--- config.mk ---
export PLATFORM = sky130hd
export DESIGN_NAME = cnn_conv_1x1_layer_ctrl
export DESIGN_NICKNAME = d
export VERILOG_FILES = /design/src/rtl/cnn_conv_1x1_layer_ctrl_pkg.sv /design/src/rtl/cnn_conv_1x1_layer_ctrl_counter.sv /design/src/rtl/cnn_conv_1x1_layer_ctrl.sv
export SDC_FILE = /design/constraint.sdc
export NUM_CORES = 1
export LEC_CHECK = 0
export CELL_PAD_IN_SITES_DETAIL_PLACEMENT = 0
export CELL_PAD_IN_SITES_GLOBAL_PLACEMENT = 2
export CORE_UTILIZATION = 36
export DETAILED_ROUTE_END_ITERATION = 6
export HOLD_SLACK_MARGIN = 0.02
export PLACE_DENSITY_LB_ADDON = 0.25
export SYNTH_ARGS = -nofsm -noshare
export SYNTH_HDL_FRONTEND = slang
export SYNTH_SLANG_ARGS = --single-unit
--- constraint.sdc ---
create_clock -name clk -period 4 [get_ports clk]
set_input_delay 0.4 -clock clk [delete_from_list [all_inputs] [get_ports clk]]
set_output_delay 0.4 -clock clk [all_outputs]
set_load 0.02 [all_outputs]
--- src/rtl/cnn_conv_1x1_layer_ctrl_pkg.sv ---
// cnn_conv_ctrl_pkg: state encoding and layer-size helpers shared by the conv layer controllers
package cnn_conv_ctrl_pkg;
    typedef enum logic [2:0] {ST_IDLE, ST_LOAD_W, ST_STREAM, ST_DRAIN, ST_DONE} ctrl_state_t;
    function automatic int w_num(input int cin, input int cout);
        return cin * cout;
    endfunction
    function automatic int p_num(input int w, input int h, input int cin);
        return w * h * cin;
    endfunction
    // stride 2 keeps every other row and column, floor-divided
    function automatic int o_num(input int w, input int h, input int cout, input bit s2);
        return s2 ? cout * (w / 2) * (h / 2) : cout * w * h;
    endfunction
    localparam int W_NUM = w_num(64, 128);
    localparam int P_NUM = p_num(306, 306, 64);
    localparam int O_NUM_S1 = o_num(306, 306, 128, 1'b0);
    localparam int O_NUM_S2 = o_num(306, 306, 128, 1'b1);
    localparam int W_CNT_W = $clog2(W_NUM + 1);
    localparam int P_CNT_W = $clog2(P_NUM + 1);
    localparam int O_CNT_W = $clog2(O_NUM_S1 + 1);
endpackage

--- src/rtl/cnn_conv_1x1_layer_ctrl_counter.sv ---
// cnn_ctrl_counter: clearable up-counter with a one-cycle flag on the increment that reaches TERM
module cnn_ctrl_counter #(
    parameter int WIDTH = 8,
    parameter int TERM = 255
) (
    input  logic             clk,
    input  logic             reset,
    input  logic             clr,
    input  logic             inc,
    output logic [WIDTH-1:0] cnt,
    output logic             last
);
    localparam logic [WIDTH-1:0] TERM_M1 = WIDTH'(TERM - 1);
    assign last = inc && cnt == TERM_M1;
    always_ff @(posedge clk or negedge reset)
        if (!reset) cnt <= '0;
        else if (clr) cnt <= '0;
        else if (inc) cnt <= cnt + 1'b1;
endmodule

--- src/rtl/cnn_conv_1x1_layer_ctrl.sv ---
// cnn_conv_1x1_layer_ctrl: one start runs one 1x1 conv layer pass - load weights, stream pixels,
// count datapath output beats, pulse done.
module cnn_conv_1x1_layer_ctrl
    import cnn_conv_ctrl_pkg::*;
#(
    parameter int DATA_WIDTH = 16,
    parameter int IMAGE_WIDTH = 306,
    parameter int IMAGE_HEIGHT = 306,
    parameter int CHANNEL_NUM_IN = 64,
    parameter int CHANNEL_NUM_OUT = 128
) (
    input  logic                  clk,
    input  logic                  reset,
    input  logic                  start,
    input  logic                  stride2_cfg,
    input  logic                  w_valid,
    input  logic [DATA_WIDTH-1:0] w_data,
    output logic                  w_ready,
    input  logic                  p_valid,
    input  logic [DATA_WIDTH-1:0] p_data,
    output logic                  p_ready,
    output logic                  valid_weight_in,
    output logic [DATA_WIDTH-1:0] weight_in,
    output logic                  valid_in,
    output logic [DATA_WIDTH-1:0] pxl_in,
    output logic                  stride2,
    input  logic                  dp_valid_out,
    output logic                  busy,
    output logic                  done,
    output logic                  overrun
);
    localparam int WN = w_num(CHANNEL_NUM_IN, CHANNEL_NUM_OUT);
    localparam int PN = p_num(IMAGE_WIDTH, IMAGE_HEIGHT, CHANNEL_NUM_IN);
    localparam int ON1 = o_num(IMAGE_WIDTH, IMAGE_HEIGHT, CHANNEL_NUM_OUT, 1'b0);
    localparam int ON2 = o_num(IMAGE_WIDTH, IMAGE_HEIGHT, CHANNEL_NUM_OUT, 1'b1);
    localparam int WCW = $clog2(WN + 1);
    localparam int PCW = $clog2(PN + 1);
    localparam int OCW = $clog2(ON1 + 1);
    localparam logic [WCW-1:0] W_TERM = WCW'(WN);
    localparam logic [PCW-1:0] P_TERM = PCW'(PN);
    localparam logic [OCW-1:0] O_TERM1 = OCW'(ON1);
    localparam logic [OCW-1:0] O_TERM2 = OCW'(ON2);
    localparam logic [OCW-1:0] O_LAST2 = OCW'(ON2 - 1);

    ctrl_state_t state, state_nx;
    logic [WCW-1:0] w_cnt;
    logic [PCW-1:0] p_cnt;
    logic [OCW-1:0] o_cnt;
    logic w_last, p_last, o1_last, o_last, w_acc, p_acc, o_win, o_full, o_inc, clr;

    assign clr = state == ST_IDLE && start;
    assign w_ready = state == ST_LOAD_W && w_cnt < W_TERM;
    assign p_ready = state == ST_STREAM && p_cnt < P_TERM;
    assign w_acc = w_valid && w_ready;
    assign p_acc = p_valid && p_ready;
    assign busy = state != ST_IDLE;
    assign done = state == ST_DONE;
    assign o_win = state == ST_STREAM || state == ST_DRAIN;
    assign o_full = o_cnt == (stride2 ? O_TERM2 : O_TERM1);
    assign o_inc = dp_valid_out && o_win && !o_full;
    // the counter is sized and terminated for stride 1; stride 2 checks its own lower terminal
    assign o_last = stride2 ? (o_inc && o_cnt == O_LAST2) : o1_last;

    cnn_ctrl_counter #(.WIDTH(WCW), .TERM(WN)) u_w_cnt (
        .clk(clk), .reset(reset), .clr(clr), .inc(w_acc), .cnt(w_cnt), .last(w_last)
    );
    cnn_ctrl_counter #(.WIDTH(PCW), .TERM(PN)) u_p_cnt (
        .clk(clk), .reset(reset), .clr(clr), .inc(p_acc), .cnt(p_cnt), .last(p_last)
    );
    cnn_ctrl_counter #(.WIDTH(OCW), .TERM(ON1)) u_o_cnt (
        .clk(clk), .reset(reset), .clr(clr), .inc(o_inc), .cnt(o_cnt), .last(o1_last)
    );

    always_ff @(posedge clk or negedge reset)
        if (!reset) state <= ST_IDLE;
        else state <= state_nx;

    // DRAIN also exits on the beat that completes the count, so done lands one cycle after it
    always_comb begin
        state_nx = state;
        case (state)
            ST_IDLE:   state_nx = start ? ST_LOAD_W : ST_IDLE;
            ST_LOAD_W: state_nx = w_last ? ST_STREAM : ST_LOAD_W;
            ST_STREAM: state_nx = p_last ? ST_DRAIN : ST_STREAM;
            ST_DRAIN:  state_nx = (o_full || o_last) ? ST_DONE : ST_DRAIN;
            default:   state_nx = ST_IDLE;
        endcase
    end

    always_ff @(posedge clk or negedge reset)
        if (!reset) begin
            valid_weight_in <= 1'b0;
            weight_in <= '0;
            valid_in <= 1'b0;
            pxl_in <= '0;
            stride2 <= 1'b0;
            overrun <= 1'b0;
        end else begin
            valid_weight_in <= w_acc;
            valid_in <= p_acc;
            if (w_acc) weight_in <= w_data;
            if (p_acc) pxl_in <= p_data;
            if (clr) begin
                stride2 <= stride2_cfg;
                overrun <= 1'b0;
            end else if (dp_valid_out && (!o_win || o_full)) overrun <= 1'b1;
        end
endmodule

==> results of run 1 <==
## registers in the layout, indices dropped and copies added, names as in the netlist
| name | count |
|---|---|
| u_w_cnt.cnt | 14 |
| u_o_cnt.cnt | 24 |
| valid_in | 1 |
| valid_weight_in | 1 |
| stride2 | 1 |
| state | 3 |
| overrun | 1 |
| pxl_in | 16 |
| u_p_cnt.cnt | 23 |
| weight_in | 16 |
## cell type report
type | count | area, µm² | share of cell area
Multi-Input combinational cell | 373 | 2290 | 0.373
Clock buffer | 9 | 225 | 0.0367
Clock inverter | 6 | 41.3 | 0.00673
Inverter | 16 | 60.1 | 0.00978
Tap cell | 176 | 220 | 0.0359
Timing Repair Buffer | 81 | 801 | 0.130
Sequential cell | 100 | 2500 | 0.408
## power by group through the flow
stage                     combinational (mW)  sequential (mW)  clock [mW]
after floorplan                        0.125             1.15           0
after global placement                 0.262             1.14           0
after detailed placement               0.266             1.15           0
after CTS                              0.267             1.13       0.842
after global routing                   0.292             1.14       0.879
final                                  0.262             1.13       0.806
## placed cells by master (no fill, tap or decap), types with 6 or more instances in the layout
| master | count |
|---|---|
| mux2i_1 | 7 |
| dfrtp_1 | 100 |
| inv_1 | 15 |
| or3_1 | 7 |
| nand4_1 | 10 |
| and4_1 | 6 |
| mux2_2 | 17 |
| a31o_2 | 6 |
| nand2_1 | 96 |
| xnor2_1 | 18 |
| xor2_1 | 7 |
| clkbuf_16 | 9 |
| o21ai_0 | 10 |
| a21oi_1 | 17 |
| clkdlybuf4s50_1 | 77 |
| nor3_1 | 11 |
| nand3_1 | 25 |
| nor2_1 | 47 |
| nor4_1 | 8 |
| and3_1 | 8 |
## logic make-up after synthesis
family | count (synthesis)
and+or+nand+nor | 250
DFF | 100
AOI/OAI and AO/OA | 70
buffers and inverters | 36
xor gates and xnor gates | 25
muxes | 24
adders and majority gates | 4
## metrics by stage
stage / hold WS (ps) / std cells
final: 189 / 761
after global routing: 285 / 761
after CTS: 256 / 761
after detailed placement: 461 / 746
after global placement: 457 / 746
after floorplan: 104 / 509
## worst paths after layout
kind | start | endpoint
min in group clk | pxl_in[13] | pxl_in[13]
hold reg to reg | pxl_in[13] | pxl_in[13]
hold / removal | reset | weight_in[11]
setup / recovery | u_p_cnt.cnt[11] | p_ready
setup reg to reg | u_o_cnt.cnt[6] | u_o_cnt.cnt[19]
max in group asynchronous | reset | u_w_cnt.cnt[9]
## synth_stat cells (3+ instances only)
cell type / count / area, µm²
nand3_1: 25 / 125
nor3_1: 11 / 55.1
a31oi_1: 5 / 31.3
o31ai_1: 5 / 37.5
buf_2: 7 / 35.0
xor2_1: 7 / 61.3
a21oi_1: 17 / 85.1
dfrtp_1: 100 / 2500
inv_1: 15 / 56.3
ha_1: 4 / 50.1
nand2_1: 96 / 360
nor4_1: 8 / 50.1
mux2i_1: 7 / 70.1
nand2b_1: 3 / 18.8
or4_1: 5 / 37.5
a31o_2: 6 / 52.6
xnor2_1: 18 / 158
o211ai_1: 3 / 22.5
nand4b_1: 4 / 35.0
nand4_1: 10 / 62.6
and3_1: 8 / 50.1
a211oi_1: 3 / 22.5
buf_1: 3 / 11.3
clkbuf_1: 8 / 30.0
and2_1: 6 / 37.5
and4_1: 6 / 52.6
nor2_1: 47 / 176
or3_1: 7 / 43.8
mux2_2: 17 / 191
o21ai_0: 11 / 55.1
## metal layers
metal  GRT usage  wire length, µm
met1       0.229             5390
met2       0.275             5370
met3      0.0536              557
met4      0.0443              134
met5           0                0
==> metrics.md, run 1 <==
| Metric | Value |
|---|---|
| Arrival @ worst endpoint | between 2000 and 2500 ps |
| FMAX | roughly 0.35 GHz |
| Flop-to-flop setup slack | 1510 ps |
| DRT antenna net count | 0 |
| Root Driver | clkbuf_16 |
| Startpoint Class | flip-flop |
| Vias per cell | between 5 and 6 |
| CP delay by family, top | simple AND/OR/NAND/NOR gates |
| Post-Syn Area | 4950 µm² |
| Num CTS Buffers | 9 |
| Final WL | roughly 11000 µm |
| DR WL/cell | 15.0 µm |
| Largest stage delay on the critical path | between 600 and 700 ps |
| PwrDens | around 360 nW/µm² |
| Clock skew | around 5.2 ps |
| Setup Fix Bufs, Post-CTS | 0 |
| N_diodes | 0 |
| Synth unique cells | between 50 and 60 |
| Starting Density | 0.371 |
| Clk pin slew, worst setup/hold paths | roughly 70 ps |
| Hold Crit Class | primary input to async pin |
| Total of warnings raised by yosys | 0 |
| Clock latency on the worst-skew pair | 350 ps |
| Total GRT Usage | 0.173 |
| Worst path slowest cell | nor4_1 |
| FFs w/ async S/R, synth | 1.00 |
| Setup_tns | 0 ps |
| Gpl congestion | around 0.8 |
| TritonCTS clock tree | yes |
| Hpwl dp | 7950 µm |
| Flop pwr share | 0.513 |
| Final Max Slew Viols | 0 |
| Share of cells above drive strength 1 | 0.0974 |
| P&R area growth vs syn | 24.0% |
| Pleak | 2.65 nW |
| Worst relative slew slack | 0.287 |
| Number of synthesized register bits | 100 |
| Crit end category | output pin |
| Top fanout value on the critical path | 5 |
| Cell Area, Placed | 5870 µm² |
| Final Util | 0.460 |
| Min cycle time layout | between 2000 and 3000 ps |
| Post-synthesis mux area share | 0.0528 |
| Dpl ws | around 1300 ps |
| Critical Path RT | around 3600 ps |
| Nets | 624 |
| Setup violators final | 0 |
| Hold violation count in the final report | 0 |
| Sequential share of the synthesized area | 0.506 |
| Stages on the worst setup path | 4 |
| Max cap viols | 0 |
| Status | completed |
| Slew @ Worst Pin | roughly 1100 ps |
| Synth Instances | roughly 500 |
| Die Ht | between 100 and 150 µm |
| Router iterations before antenna repair | 4 |
| CTS max path bufs | 2 |
| First-pass GRT wire length | 19500 µm |
| Bufs and invs on worst path | 1 |
| Mean area per synthesized cell | about 9.7 µm² |
| CTS Sinks | 100 |
| Synth Net Count | roughly 550 |
| Crit path cell chain | nor4_1, o41ai_2, a21oi_1, clkdlybuf4s50_1 |
| Kind of critical path | flip-flop to output pin |
| Post-synthesis xor/xnor area fraction | 0.0442 |
| Clock Power Share | 0.367 |
| Via count | ~4000 |
| I/O pin count | 79 |
| Largest family of logic cells by synthesized area | simple AND/OR/NAND/NOR gates |
| Tot Pwr | 2.20 mW |
| Internal | roughly 1.6 mW |
| Synth Flop Type | dfrtp_1 |
| DRC Markers | 0 |
| Largest net degree at the start of global routing | between 70 and 80 |
| Core area | 13300 µm² |
| VDD IR-drop max | 186 µV |
| Synth Area in Compound Gates | 0.106 |
| Comb power frac | 0.120 |
| Filler cells | 1326 |
| Sw frac | 0.262 |
| Antenna violations before repair | 0 |
| Worst r2r path cells | 5 |
| Vias in the first global route | 3860 |
| Synth Area in Adders | 0.0101 |
| RSZ-0062 raised after global routing | no |
| Setup ws final | around 1100 ps |
| # rows | 42 |
| DIE AREA | ~14000 µm² |
| Fin crit share | 0.717 |
| IO buf count | between 70 and 80 |
| Post-Synth Simple-Gate Area | 0.249 |
| DRT iter0 DRCs | 252 |
| GR Overflow Total | 0 |
| CTS-repair resized insts | 0 |
| Psw | approximately 570 µW |
| Design Area, Final | approximately 6100 µm² |
| Post-synth EDFFs | 0 |
| Cts hold-fix bufs | 0 |
| Die W | around 120 µm |
| CTS H-Tree Depth | 3 |
Power figures use the tool's default switching activity.
==> run 2, diff against run 1 <==
Settings changed: CORE_UTILIZATION 36 to 34.
Clock period 4 ns to 3 ns, I/O delays scaled along.
==> metrics.md, run 2 (synthesis results as in run 1) <==
| Metric | Value |
|---|---|
| Arrival @ worst endpoint | around 2500 ps |
| Share of cells above drive strength 1 | 0.106 |
| Antenna violations before repair | 0 |
| Top fanout value on the critical path | 5 |
| CP delay by family, top | simple AND/OR/NAND/NOR gates |
| Gpl congestion | 0.778 |
| Largest stage delay on the critical path | around 700 ps |
| Hold Crit Class | primary input to async pin |
| Leading cell type in the layout, fill and taps excluded | dfrtp_1 |
| Slew @ Worst Pin | approximately 900 ps |
| Bufs and invs on worst path | 1 |
| Hold violation count in the final report | 7 |
| Max reg flops | 24 |
| I/O pin count | slightly below 80 |
| # rows | 43 |
| Crit path cell chain | nor4_1, o41ai_2, a21oi_1, clkdlybuf4s50_1 |
| Setup_tns | 0 ps |
| Worst path slowest cell | nor4_1 |
| First-pass GRT wire length | 19800 µm |
| Router iterations before antenna repair | 4 |
| Final WL | 11700 µm |
| Final Max Slew Viols | 0 |
| Setup Fix Bufs, Post-CTS | 0 |
| DRC Markers | 0 |
| Min cycle time layout | about 2800 ps |
| Most frequent cells in the layout | dfrtp_1 (100), nand2_1 (96), clkdlybuf4s50_1 (77), nor2_1 (47), nand3_1 (25) |
| Fin crit share | 0.935 |
| Max cap viols | 0 |
| Vias per cell | slightly above 5 |
| P&R area growth vs syn | 26.8% |
| Kind of critical path | flip-flop to output pin |
| Startpoint Class | flip-flop |
| Biggest registers after layout | u_o_cnt.cnt x24, u_p_cnt.cnt x23 |
| Num CTS Buffers | 9 |
| Reg with most FFs | u_o_cnt.cnt |
| Clock skew | 6.56 ps |
| Via count | just under 4000 |
| Pleak | roughly 2.7 nW |
| Critical Path RT | 2700 ps |
| Hpwl dp | between 8000 and 9000 µm |
| FMAX | between 0.3 and 0.4 GHz |
| N_diodes | 0 |
| CTS H-Tree Depth | 3 |
| Largest net degree at the start of global routing | 52 |
| Starting Density | 0.352 |
| Die W | 123 µm |
| TritonCTS clock tree | yes |
| GR Overflow Total | 0 |
| CTS-repair resized insts | 0 |
| IO buf count | a little under 80 |
| Cts hold-fix bufs | 0 |
| Clk pin slew, worst setup/hold paths | 60 ps |
| Post-Place Cells | ~760 |
| CTS Sinks | 100 |
| DRT iter0 DRCs | 191 |
| Vias in the first global route | just under 4000 |
| Nets | between 600 and 700 |
| DIE AREA | about 15000 µm² |
| DRT antenna net count | 0 |
| PwrDens | slightly above 500 nW/µm² |
| Failing checks | hold timing |
| Worst relative slew slack | 0.417 |
| Core area | between 10000 and 15000 µm² |
| Tot Pwr | 3.21 mW |
| CTS max path bufs | 2 |
| Die Ht | between 100 and 150 µm |
| Hold WS | -17.5 ps |
| DR WL/cell | 15.2 µm |
| Non-filler cells, final | ~770 |
| Setup violators final | 0 |
| RSZ-0062 raised after global routing | no |
| Total GRT Usage | 0.171 |
| Root Driver | clkbuf_16 |
| Crit end category | output pin |
| VDD IR-drop max | ~270 µV |
| Status | complete, but fails checks |
| Clock latency on the worst-skew pair | roughly 350 ps |
run 2: changes by cell type in the layout (fill, tap and decap cells not counted):
cell,previous run,this run
buf_4,4,10
bufinv_16,0,3
clkinvlp_4,3,0
clkbuf_8,0,2
clkbuf_1,0,1
clkinv_2,2,1
inv_6,1,0
run 2: path summary, 6_finish.rpt:
check | start | endpoint | slack (ps) | depth (start not counted)
worst max-delay path | u_p_cnt.cnt[11] | p_ready | 200 | 4
worst min-delay path | reset | u_o_cnt.cnt[4] | -20 | 1
worst max register to register | u_o_cnt.cnt[2] | u_o_cnt.cnt[19] | 410 | 5
worst min register to register | u_p_cnt.cnt[5] | u_p_cnt.cnt[5] | 470 | 1
max in group asynchronous | reset | u_p_cnt.cnt[6] | 2140 | 2
min in group clk | u_p_cnt.cnt[5] | u_p_cnt.cnt[5] | 470 | 1
run 2: worst reg2reg max path, delay by kind of cell (launching register included):
family,cells,cell delay [ps]
and+or+nand+nor,2,810
AOI/OAI and AO/OA,3,1210
DFF,1,470
run 2: area by class of cell:
type / count / area (µm²)
sequential: 100 / 2500
clock buffer: 12 / 256
multi-input combinational: 373 / 2290
inverter: 16 / 60.1
clock inverter: 4 / 95.1
timing repair buffer: 87 / 846
fill: 1355 / 7770
tap: 180 / 225
run 2: power breakdown:
| part | internal [mW] | switching (mW) | leakage, nW |
|---|---|---|---|
| registers | 1.43 | 0.0713 | 1.32 |
| logic | 0.178 | 0.173 | 1.23 |
| clock network | 0.860 | 0.505 | 0.173 |
run 2: stage by stage:
stage | util | cell area, µm² | setup slack, ps | hold slack [ps]
after floorplan | - | 4950 | 740 | 4.41
after global placement | 0.422 | 5920 | 516 | 402
after detailed placement | 0.422 | 5920 | 462 | 395
after CTS | 0.447 | 6270 | 171 | 20.4
after global routing | 0.447 | 6270 | 15.9 | 44.2
final | 0.447 | 6270 | 196 | -17.5
run 2: routing by layer:
| metal | global-route usage | wire length [µm] |
|---|---|---|
| met4 | 0.0579 | 200 |
| met1 | 0.227 | 5570 |
| met5 | 0 | 0 |
| met3 | 0.0488 | 458 |
| met2 | 0.267 | 5520 |
==> RTL edit (config.mk and constraints of run 2) <==
Add an input register stage for `stride2_cfg`, cleared by the reset; this delays it by one clock. The other inputs are not delayed to match.
--- a/src/rtl/cnn_conv_1x1_layer_ctrl.sv
+++ b/src/rtl/cnn_conv_1x1_layer_ctrl.sv
@@ -42,4 +42,14 @@
     localparam logic [OCW-1:0] O_TERM2 = OCW'(ON2);
     localparam logic [OCW-1:0] O_LAST2 = OCW'(ON2 - 1);
+
+    logic stride2_cfg_q;
+
+    always_ff @(posedge clk or negedge reset) begin
+        if (!reset) begin
+            stride2_cfg_q <= '0;
+        end else begin
+            stride2_cfg_q <= stride2_cfg;
+        end
+    end
 
     ctrl_state_t state, state_nx;
@@ -102,5 +112,5 @@
             if (p_acc) pxl_in <= p_data;
             if (clr) begin
-                stride2 <= stride2_cfg;
+                stride2 <= stride2_cfg_q;
                 overrun <= 1'b0;
             end else if (dp_valid_out && (!o_win || o_full)) overrun <= 1'b1;
Formal check against the unedited RTL: not equivalent (a bounded check fails within 4 cycles, from zero or initial values and one cycle with reset low).
==> RTL edit against run 2 <==
Power down 9.4%; register-to-register slack better by 0.12 ns; setup slack gained 0.055 ns; cell area down 0.26%; wire length is 1.7% higher; synthesized area up 0.88%; hold slack gained 0.44 ns; sequential cell count is 1 higher; count of clock-buffer cells in the layout shrank 3; critical path type unchanged; largest cell class unchanged.
==> RTL edit: results (changes against run 2) <==
| Metric | Value |
|---|---|
| Status | `complete, no violations` |
| Nonclk inv count | `15 (-1)` |
| HPWL Detailed | `8230 um (+0.90%)` |
| Routability cong. | `0.822 (+5.6%)` |
| Clock sink total | `101 (+1.0%)` |
| Placed cell count | `791 (+4.6%)` |
| Synth cell types | `56 (-5.1%)` |
| CP delay by family, top | `compound AO/OA/AOI/OAI gates` |
| Clock network area share | `0.0460 (-0.0101)` |
| Non-filler cells, final | `806 (+4.4%)` |
| Met1 usage | `0.224 (-0.00283)` |
| Most common library cells after synthesis | `nand2_1, dfrtp_1, nor2_1, nand3_1, a21oi_1` |
| Lkg Pwr | `2.76 nW (+1.2%)` |
| Layout fillers | `1413 (+4.3%)` |
| Met2 global-route usage | `0.274 (+0.00724)` |
| Hold WC Path Type | `input port to register` |
| Layout cells sized above 1 | `0.0639 (-0.0425)` |
| Global-route wire length before repair | `20000 um (+1.1%)` |
| Post-synthesis instance total | `549 (+7.9%)` |
| P_comb | `264 uW (-25%)` |
| Largest net degree at the start of global routing | `45 (-13%)` |
| Total number of vias | `4140 (+5.4%)` |
| Worst Skew | `0.00762 ns (+0.00106 ns)` |
| Area grow syn2layout | `25.3%` |
| Clock share of power | `0.400 (-0.025)` |
| Met1 Wirelength | `5510 um (-0.97%)` |
| Routed wl met3 | `603 um (+32%)` |
| Final non-clock buffer share | `0.138 (+0.00275)` |
| Total track usage | `0.171 (about the same)` |
| Sw power | `716 uW (-4.4%)` |
| # clk buffers | `9 (-3)` |
| Placed cell area | `5960 sq um (+0.63%)` |
| Final net count | `666 (+5.7%)` |
| Multi-input logic area | `2300 sq um (+0.49%)` |
| Worst Path Arrival | `2.45 ns (-0.05 ns)` |
| WL met2 | `5710 um (+3.4%)` |
[RTL edit: path summary, 6_finish.rpt]
path / from / to / slack, ns / depth (start not counted)
min in group asynchronous: reset / u_o_cnt.cnt[14] / 0.48 / 2
max in group asynchronous: reset / pxl_in[0] / 1.83 / 3
max reg2reg: state[1] / u_p_cnt.cnt[12] / 0.53 / 5
min reg2reg: stride2_cfg_q / stride2 / 0.46 / 2
min: stride2_cfg / stride2_cfg_q / 0.42 / 1
max: u_p_cnt.cnt[18] / p_ready / 0.25 / 4
[RTL edit: cell families after synthesis]
family	Yosys count	share of synthesized area
muxes	5	0.0100
and+or+nand+nor	310	0.303
adders and majority gates	4	0.0100
AOI/OAI and AO/OA	61	0.0859
DFF	101	0.506
xor gates and xnor gates	29	0.0509
buffers and inverters	39	0.0341
[RTL edit: timing repair]
item | 4_1_cts | 5_1_grt
hold buffers | 1 | 0
setup buffers | 0 | 0
endpoints found under the hold margin | 36 | 0
